[config.mk]
export PLATFORM = sky130hd
export DESIGN_NAME = prbs_test_sequencer
export DESIGN_NICKNAME = d
export VERILOG_FILES = /design/src/rtl/prbs_test_sequencer.sv
export SDC_FILE = /design/constraint.sdc
export NUM_CORES = 1
export LEC_CHECK = 0
export BUFFER_PORTS_ARGS = -buffer_cell sky130_fd_sc_hd__buf_2
export CAP_MARGIN = 25
export CORE_MARGIN = 5
export CORE_UTILIZATION = 39
export DETAILED_ROUTE_END_ITERATION = 10
export HOLD_SLACK_MARGIN = 0.08
export SYNTH_ARGS = -nofsm -noshare
export SYNTH_HDL_FRONTEND = slang
export SYNTH_SLANG_ARGS = --single-unit
[constraint.sdc]
create_clock -name clk40 -period 10.6 [get_ports clk40]
set_input_delay 3.18 -clock clk40 [delete_from_list [all_inputs] [get_ports clk40]]
set_output_delay 3.18 -clock clk40 [all_outputs]
set_load 0.02 [all_outputs]
[src/rtl/prbs_test_sequencer.sv]
// Purpose: runs one automated PRBS link test (reset, lock, dwell, inject, verify) over 8 lanes.
// Latency: 1 + RESET_CYCLES + 1 + DWELL_CYCLES + 1 + INJ_WINDOW cycles from start to done with instant lock.
// Backpressure: none; start is ignored while busy, a held start re-runs the test from DONE.
module prbs_test_sequencer #(
    parameter int RESET_CYCLES = 16,
    parameter int LOCK_TIMEOUT = 4096,
    parameter int DWELL_CYCLES = 40000,
    parameter int INJ_WINDOW   = 256
) (
    input  logic        clk40,
    input  logic        reset_n,
    input  logic        start,
    input  logic [7:0]  link_enable,
    input  logic [7:0]  rx_locked,
    input  logic [7:0]  rx_err,
    output logic        link_reset,
    output logic        inject,
    output logic        busy,
    output logic        done,
    output logic        pass,
    output logic        timeout,
    output logic [15:0] err_total,
    output logic [7:0]  led_fp
);

    // One shared phase counter, wide enough for the longest phase.
    localparam int MAX_AB = (RESET_CYCLES > LOCK_TIMEOUT) ? RESET_CYCLES : LOCK_TIMEOUT;
    localparam int MAX_CD = (DWELL_CYCLES > INJ_WINDOW) ? DWELL_CYCLES : INJ_WINDOW;
    localparam int MAX_P  = (MAX_AB > MAX_CD) ? MAX_AB : MAX_CD;
    localparam int CW     = $clog2(MAX_P) + 1;

    localparam logic [CW-1:0] RESET_LAST = CW'(RESET_CYCLES - 1);
    localparam logic [CW-1:0] LOCK_LAST  = CW'(LOCK_TIMEOUT - 1);
    localparam logic [CW-1:0] DWELL_LAST = CW'(DWELL_CYCLES - 1);
    localparam logic [CW-1:0] INJ_LAST   = CW'(INJ_WINDOW - 1);

    typedef enum logic [2:0] {
        S_IDLE, S_RESET, S_WAIT_LOCK, S_RUN, S_INJECT, S_INJ_WAIT, S_DONE
    } state_t;

    state_t        state;
    logic [CW-1:0] cnt;
    logic [7:0]    en_q;
    logic [7:0]    fail_q;
    logic [7:0]    seen_q;

    logic [7:0]    err_hits;
    logic [3:0]    pop;
    logic [16:0]   err_sum;
    logic [15:0]   err_next;
    logic [7:0]    fail_run;
    logic [7:0]    fail_lock;
    logic [7:0]    seen_next;
    logic [7:0]    led_inj;
    logic          lock_ok;

    // Next-value terms for the per-lane flags and the saturating error count.
    always_comb begin
        err_hits  = rx_err & en_q;
        pop       = 4'd0;
        for (int i = 0; i < 8; i++) begin
            pop = pop + {3'b000, err_hits[i]};
        end
        err_sum   = {1'b0, err_total} + {13'd0, pop};
        err_next  = err_sum[16] ? 16'hFFFF : err_sum[15:0];
        fail_run  = fail_q | (en_q & (rx_err | ~rx_locked));
        fail_lock = fail_q | (en_q & ~rx_locked);
        seen_next = seen_q | err_hits;
        led_inj   = en_q & seen_next & ~fail_lock;
        lock_ok   = ((rx_locked & en_q) == en_q);
    end

    // Test sequencer FSM with all outputs registered.
    always_ff @(posedge clk40 or negedge reset_n) begin
        if (!reset_n) begin
            state      <= S_IDLE;
            cnt        <= '0;
            en_q       <= 8'd0;
            fail_q     <= 8'd0;
            seen_q     <= 8'd0;
            link_reset <= 1'b0;
            inject     <= 1'b0;
            busy       <= 1'b0;
            done       <= 1'b0;
            pass       <= 1'b0;
            timeout    <= 1'b0;
            err_total  <= 16'd0;
            led_fp     <= 8'd0;
        end else begin
            inject <= 1'b0;
            case (state)
                S_IDLE, S_DONE: begin
                    if (start) begin
                        en_q      <= link_enable;
                        fail_q    <= 8'd0;
                        seen_q    <= 8'd0;
                        err_total <= 16'd0;
                        timeout   <= 1'b0;
                        pass      <= 1'b0;
                        led_fp    <= 8'd0;
                        cnt       <= '0;
                        if (link_enable == 8'd0) begin
                            // Nothing to test: report a failed result immediately.
                            state <= S_DONE;
                            done  <= 1'b1;
                            busy  <= 1'b0;
                        end else begin
                            state      <= S_RESET;
                            done       <= 1'b0;
                            busy       <= 1'b1;
                            link_reset <= 1'b1;
                        end
                    end
                end
                S_RESET: begin
                    if (cnt == RESET_LAST) begin
                        link_reset <= 1'b0;
                        cnt        <= '0;
                        state      <= S_WAIT_LOCK;
                    end else begin
                        cnt <= cnt + CW'(1);
                    end
                end
                S_WAIT_LOCK: begin
                    if (lock_ok) begin
                        cnt   <= '0;
                        state <= S_RUN;
                    end else if (cnt == LOCK_LAST) begin
                        timeout <= 1'b1;
                        fail_q  <= fail_lock;
                        led_fp  <= en_q & seen_q & ~fail_lock;
                        pass    <= 1'b0;
                        done    <= 1'b1;
                        busy    <= 1'b0;
                        state   <= S_DONE;
                    end else begin
                        cnt <= cnt + CW'(1);
                    end
                end
                S_RUN: begin
                    fail_q    <= fail_run;
                    err_total <= err_next;
                    if (cnt == DWELL_LAST) begin
                        cnt    <= '0;
                        inject <= 1'b1;
                        state  <= S_INJECT;
                    end else begin
                        cnt <= cnt + CW'(1);
                    end
                end
                S_INJECT: begin
                    state <= S_INJ_WAIT;
                end
                S_INJ_WAIT: begin
                    fail_q <= fail_lock;
                    seen_q <= seen_next;
                    if (cnt == INJ_LAST) begin
                        led_fp <= led_inj;
                        pass   <= (en_q != 8'd0) && (led_inj == en_q) && !timeout;
                        done   <= 1'b1;
                        busy   <= 1'b0;
                        state  <= S_DONE;
                    end else begin
                        cnt <= cnt + CW'(1);
                    end
                end
                default: state <= S_IDLE;
            endcase
        end
    end

endmodule

==> results.cfg, run 1 <==
[status]
outcome = finished, final reports clean

[synth]
syn_area_um2 = 4420
synth_compound_area_frac = 0.204
synth_xor_area_frac = 0.0178
syn_avg_cell_area_um2 = 9.32
synthDistinctLibCells = 70
synth_cells = 474
yosysMostFrequentCell = dfrtp_1
ys_seq_elements = 74
synth_top_flop_cell = dfrtp_1
ys_seq_area_frac = 0.419
ys_async_sr_fraction = 1.00
netlist.area_leader.share = 0.419
yosys.area_share.simple = 0.239
synthTopCellsByArea = dfrtp_1 (42%), nand2_1 (4.8%), o21ai_0 (4.6%)
synth_edf_count = 0
syn_nets = 514
ys_warn_count = 0
yosys-top-cells-count = dfrtp_1 (74), nand2_1 (57), o21ai_0 (41), nor2_1 (32), a21oi_1 (27)
synth_top_family_by_area = simple AND/OR/NAND/NOR gates
yosysTopAreaCell = dfrtp_1
synthAdderAreaFrac = 0.0453
muxShareOfSynthArea = 0.0439

[grt]
grt_antenna_before_repair = 0
grt_pass1_wl_um = 19100
grt.total_usage = 0.181
grt_pass1_vias = 3691
grt_max_degree = 75
grt_overflow = 0

[worst_setup_path]
cp.required_ns = 10.85
crit_type = in -> reg
cp.arrival_ns = 7.29
crit_fanout = 10
critPathCaptureType = flip-flop
cp-start-kind = input pin

[drt]
remaining_drc_errors = 0
drtAntennaViolNets = 0
wl_per_cell_um = 17.1
vias = 3803
drt_iter0_markers = 197
first_pass_iters = 4
via_per_inst = 5.68
finalWirelength_um = 11400

[run]
maxCapViolCount = 0

[cells_and_area]
nFillCells = 1036
final_util = 0.468
syn2layout_area_growth_pct = 16.2
antenna-diode-count = 0
drive_gt1_frac = 0.189
final_nets = 566

[sta]
period_share = 0.664
tns_ns = 0
slew_headroom = 0.436
rsz0062_at_grt = false
hold_viol = 0
setup_viol_count_final = 0
period_needed_ns = 7.04
drv_slew = 0
finClkSkew_ns = 0.00925
tightest_slew_ns = 0.844
fmax_ghz = 0.142

[floorplan]
core_area_um2 = 11000
die_area_um2 = 13600
start_util = 0.402
die_w_um = 116
rows = 38
pin_count = 57
floorplan.die.height_um = 116

[clock_network]
cts_tree = done
clkLatencyLatePin_ns = 0.34
cts.htree.levels = 3
root_buffer = clkbuf_16
cts_max_path_buffers = 2
clk_pin_slew_worst_paths_ns = 0.06
hold_buffers = 0
numCtsBuffers = 9
ctsResizeCount = 0
post-cts-setup-buffer-count = 0
cts_sinks = 74

[pwr]
p_sw_uw = 537
p_per_area_nw_per_um2 = 253
pwr-share-comb = 0.444
clock_power_share = 0.226
p_sw_frac = 0.414
power.leakage_uw = 0.00233
ir_drop_mv = 0.120
p_int_uw = 762
seqPwrFrac = 0.330

[placement]
io_buffers = 56
place.gp.congestion = 0.897
dp_hpwl_um = 8220

[min_path]
hold_class = reg -> reg
[power groups by stage]
stage | registers (µW) | clock network, µW | logic (µW)
finish | 428 | 294 | 577
global route | 441 | 312 | 653
CTS | 428 | 301 | 574
detailed placement | 432 | 0 | 570
global placement | 430 | 0 | 561
floorplan | 418 | 0 | 438
[flip-flops by register name, indices dropped and copies added (netlist names)]
signal,cells
state,3
led_fp,8
err_total,16
inject,1
link_reset,1
cnt,17
timeout,1
pass,1
en_q,8
busy,1
seen_q,8
fail_q,8
done,1
[placed cells by master (no fill, tap or decap), types with 13 or more instances in the layout]
cell type / instances
nor2_1: 32
nor3_1: 20
a31oi_1: 13
buf_2: 56
dfrtp_1: 74
o21ai_0: 41
inv_1: 14
nor2b_1: 19
nand2_1: 57
a21oi_1: 27
[routing by layer]
metal  vias up  track usage  part of all wire
met2        93        0.270              0.45
li1       1853            -                 -
met3        12       0.0399             0.049
met4         0       0.0657             0.015
met1      1845        0.257              0.48
met5         -            0                 0
[kinds of logic after synthesis]
family,Yosys count
AND/OR/NAND/NOR,194
AO/OA/AOI/OAI,136
flip-flops,74
buffers and inverters,33
multiplexers,15
adder cells (fa/ha/maj),13
XOR/XNOR,9
[metrics by stage]
stage               hold WS, ns  cell area (µm²)  std cells  setup slack [ns]  power, µW
finish                    0.483             5130        669              3.56       1300
global route              0.492             5130        669              3.38       1410
CTS                       0.482             5080        667              3.58       1300
detailed placement        0.469             4800        653              3.22       1000
global placement          0.460             4800        652              3.35        991
floorplan                 0.463             4420        474              3.64        855
[cell type report]
cell class,instances,area [µm²],area share
clock inverter,3,42.5,0.00828
timing repair buffer,60,350,0.0682
sequential,74,1850,0.361
tap,140,175,0.0341
clock buffer,11,233,0.0453
inverter,14,52.6,0.0102
multi-input combinational,367,2430,0.473
[final timing paths]
check | startpoint | endpoint | slack [ns] | cells past startpoint
worst max register to register | en_q[2] | err_total[9] | 6.04 | 13
worst min register to register | busy | busy | 0.48 | 1
min in group asynchronous | reset_n | cnt[0] | 2.68 | 1
worst min-delay path | busy | busy | 0.48 | 1
worst max-delay path | rx_err[2] | err_total[9] | 3.56 | 14
max in group asynchronous | reset_n | err_total[3] | 7.36 | 2
[worst max-delay path, stage by stage]
cell     delay [ns]
buf_2          0.10
nand2_1        0.11
fa_1           0.50
fa_1           0.54
fa_1           0.44
fa_1           0.40
inv_1          0.08
fa_1           0.20
a21o_1         0.12
a21oi_1        0.13
or4b_2         0.86
and3_1         0.25
and4_1         0.19
nor3_1         0.19
Note: power is estimated with default switching activity, not from simulation.
==> run 2, diff against run 1 <==
Clock period 10.6 ns to 6.8 ns, I/O delays scaled along.
==> run 2 against run 1 <==
Compared with the run above: clock power up 59%; register-to-register slack worse by 3.7 ns; die area unchanged; clock-buffer cell count down 1; via count down 1.7%; utilization up 0.080 points; critical path depth unchanged.
==> results.cfg, run 2 (synthesis results as in run 1) <==
[sta]
fmax_ghz = 0.172
period_share = 0.856
tns_ns = 0
drv_slew = 0
period_needed_ns = 5.82
setup_viol_count_final = 0
tightest_slew_ns = 0.857
finClkSkew_ns = 0.0132
rsz0062_at_grt = false
hold_viol = 0
slew_headroom = 0.427

[cells_and_area]
final_common_cell = dfrtp_1
syn2layout_area_growth_pct = 16.4
reg_top3 = cnt (17), err_total (16)
final_cell_mix = dfrtp_1 (74), nand2_1 (57), buf_2 (55)
regMostFlops = cnt
final_nets = 566
layoutNonFillerInstCount = 668
drive_gt1_frac = 0.191
antenna-diode-count = 0
largest_reg_flops = 17
final_util = 0.468

[worst_setup_path]
cp.arrival_ns = 6.07
cp-start-kind = input pin
cp.required_ns = 7.05
cp-startpoint = rx_err[2]
r2r_setup_slack_ns = 2.31
r2r_end = err_total[9]
crit_type = in -> reg
critPathCaptureType = flip-flop
regToRegStartpoint = en_q[2]
worst_r2r_path_depth = 13
crit_fanout = 10

[floorplan]
die_area_um2 = 13600
start_util = 0.402
die_w_um = 116
pin_count = 57
rows = 38
floorplan.die.height_um = 116
core_area_um2 = 11000

[clock_network]
post-cts-setup-buffer-count = 0
ctsResizeCount = 0
cts_sinks = 74
hold_buffers = 0
clk_pin_slew_worst_paths_ns = 0.06
root_buffer = clkbuf_16
cts.htree.levels = 3
cts_tree = done
cts_max_path_buffers = 2
numCtsBuffers = 9
clkLatencyLatePin_ns = 0.34

[drt]
drtAntennaViolNets = 0
via_per_inst = 5.60
wl_met2_um = 5140
remaining_drc_errors = 0
top_layer = met4
first_pass_iters = 6
met3_length_um = 552
finalWirelength_um = 11300
wl_met1_um = 5450
vias = 3740
drt_iter0_markers = 229
wl_per_cell_um = 17.0

[status]
outcome = finished, final reports clean

[pwr]
p_per_area_nw_per_um2 = 395
ir_drop_mv = 0.178
power_uw = 2030
power.leakage_uw = 0.00233

[grt]
grt_overflow = 0
grt_pass1_wl_um = 19000
grt_pass1_vias = 3642
grt_max_degree = 75
grt.total_usage = 0.178
grt_antenna_before_repair = 0

[placement]
io_buffers = 56
place_inst = 653
place.gp.congestion = 0.898
dp_hpwl_um = 8110

[min_path]
min_path_cells = 1
hold_class = reg -> reg
hp-start = busy
hold_end = busy

[run]
maxCapViolCount = 0
## run 2: cell types whose count changed in the layout (fill, tap and decap cells not counted)
cell / delta
buf_2: -1
buf_4: +1
clkbuf_1: -2
clkbuf_8: +1
## run 2: layout make-up
type | count | area, µm²
sequential | 74 | 1850
multi-input combinational | 367 | 2430
clock buffer | 10 | 239
timing repair buffer | 60 | 353
tap | 140 | 175
inverter | 14 | 52.6
fill | 1071 | 5840
clock inverter | 3 | 42.5
## run 2: metal layers
metal  vias to the layer above  global-route usage
met2                        84               0.267
met5                         -                   0
met4                         0              0.0681
met1                      1794               0.255
met3                        13              0.0342
li1                       1849                   -
## run 2: worst max-delay path by stage
| stage | endpoint | cells past startpoint |
|---|---|---|
| 6_report | err_total[9] | 14 |
| 5_1_grt | err_total[9] | 14 |
| 4_1_cts | err_total[9] | 14 |
| 3_5_place_dp | err_total[9] | 14 |
| 3_3_place_gp | err_total[9] | 14 |
| 2_1_floorplan | err_total[9] | 14 |
## run 2: through the flow
step	setup slack (ns)	instance area (µm²)	hold slack [ns]
finish	0.978	5140	0.487
global route	0.775	5140	0.513
CTS	0.964	5090	0.492
detailed placement	0.599	4810	0.479
global placement	0.686	4810	0.461
floorplan	0.981	4420	0.463
## run 2: where the power goes
part | internal [µW] | switching (µW) | total, µW
logic | 363 | 537 | 900
clock network | 287 | 180 | 467
registers | 544 | 123 | 667
total | 1190 | 841 | 2030
## run 2: critical path, stage by stage
cell	delay, ns
buf_2	0.10
nand2_1	0.11
fa_1	0.50
fa_1	0.53
fa_1	0.43
fa_1	0.39
inv_1	0.08
fa_1	0.20
a21o_1	0.12
a21oi_1	0.13
or4b_2	0.85
and3_1	0.24
and4_1	0.19
nor3_1	0.18
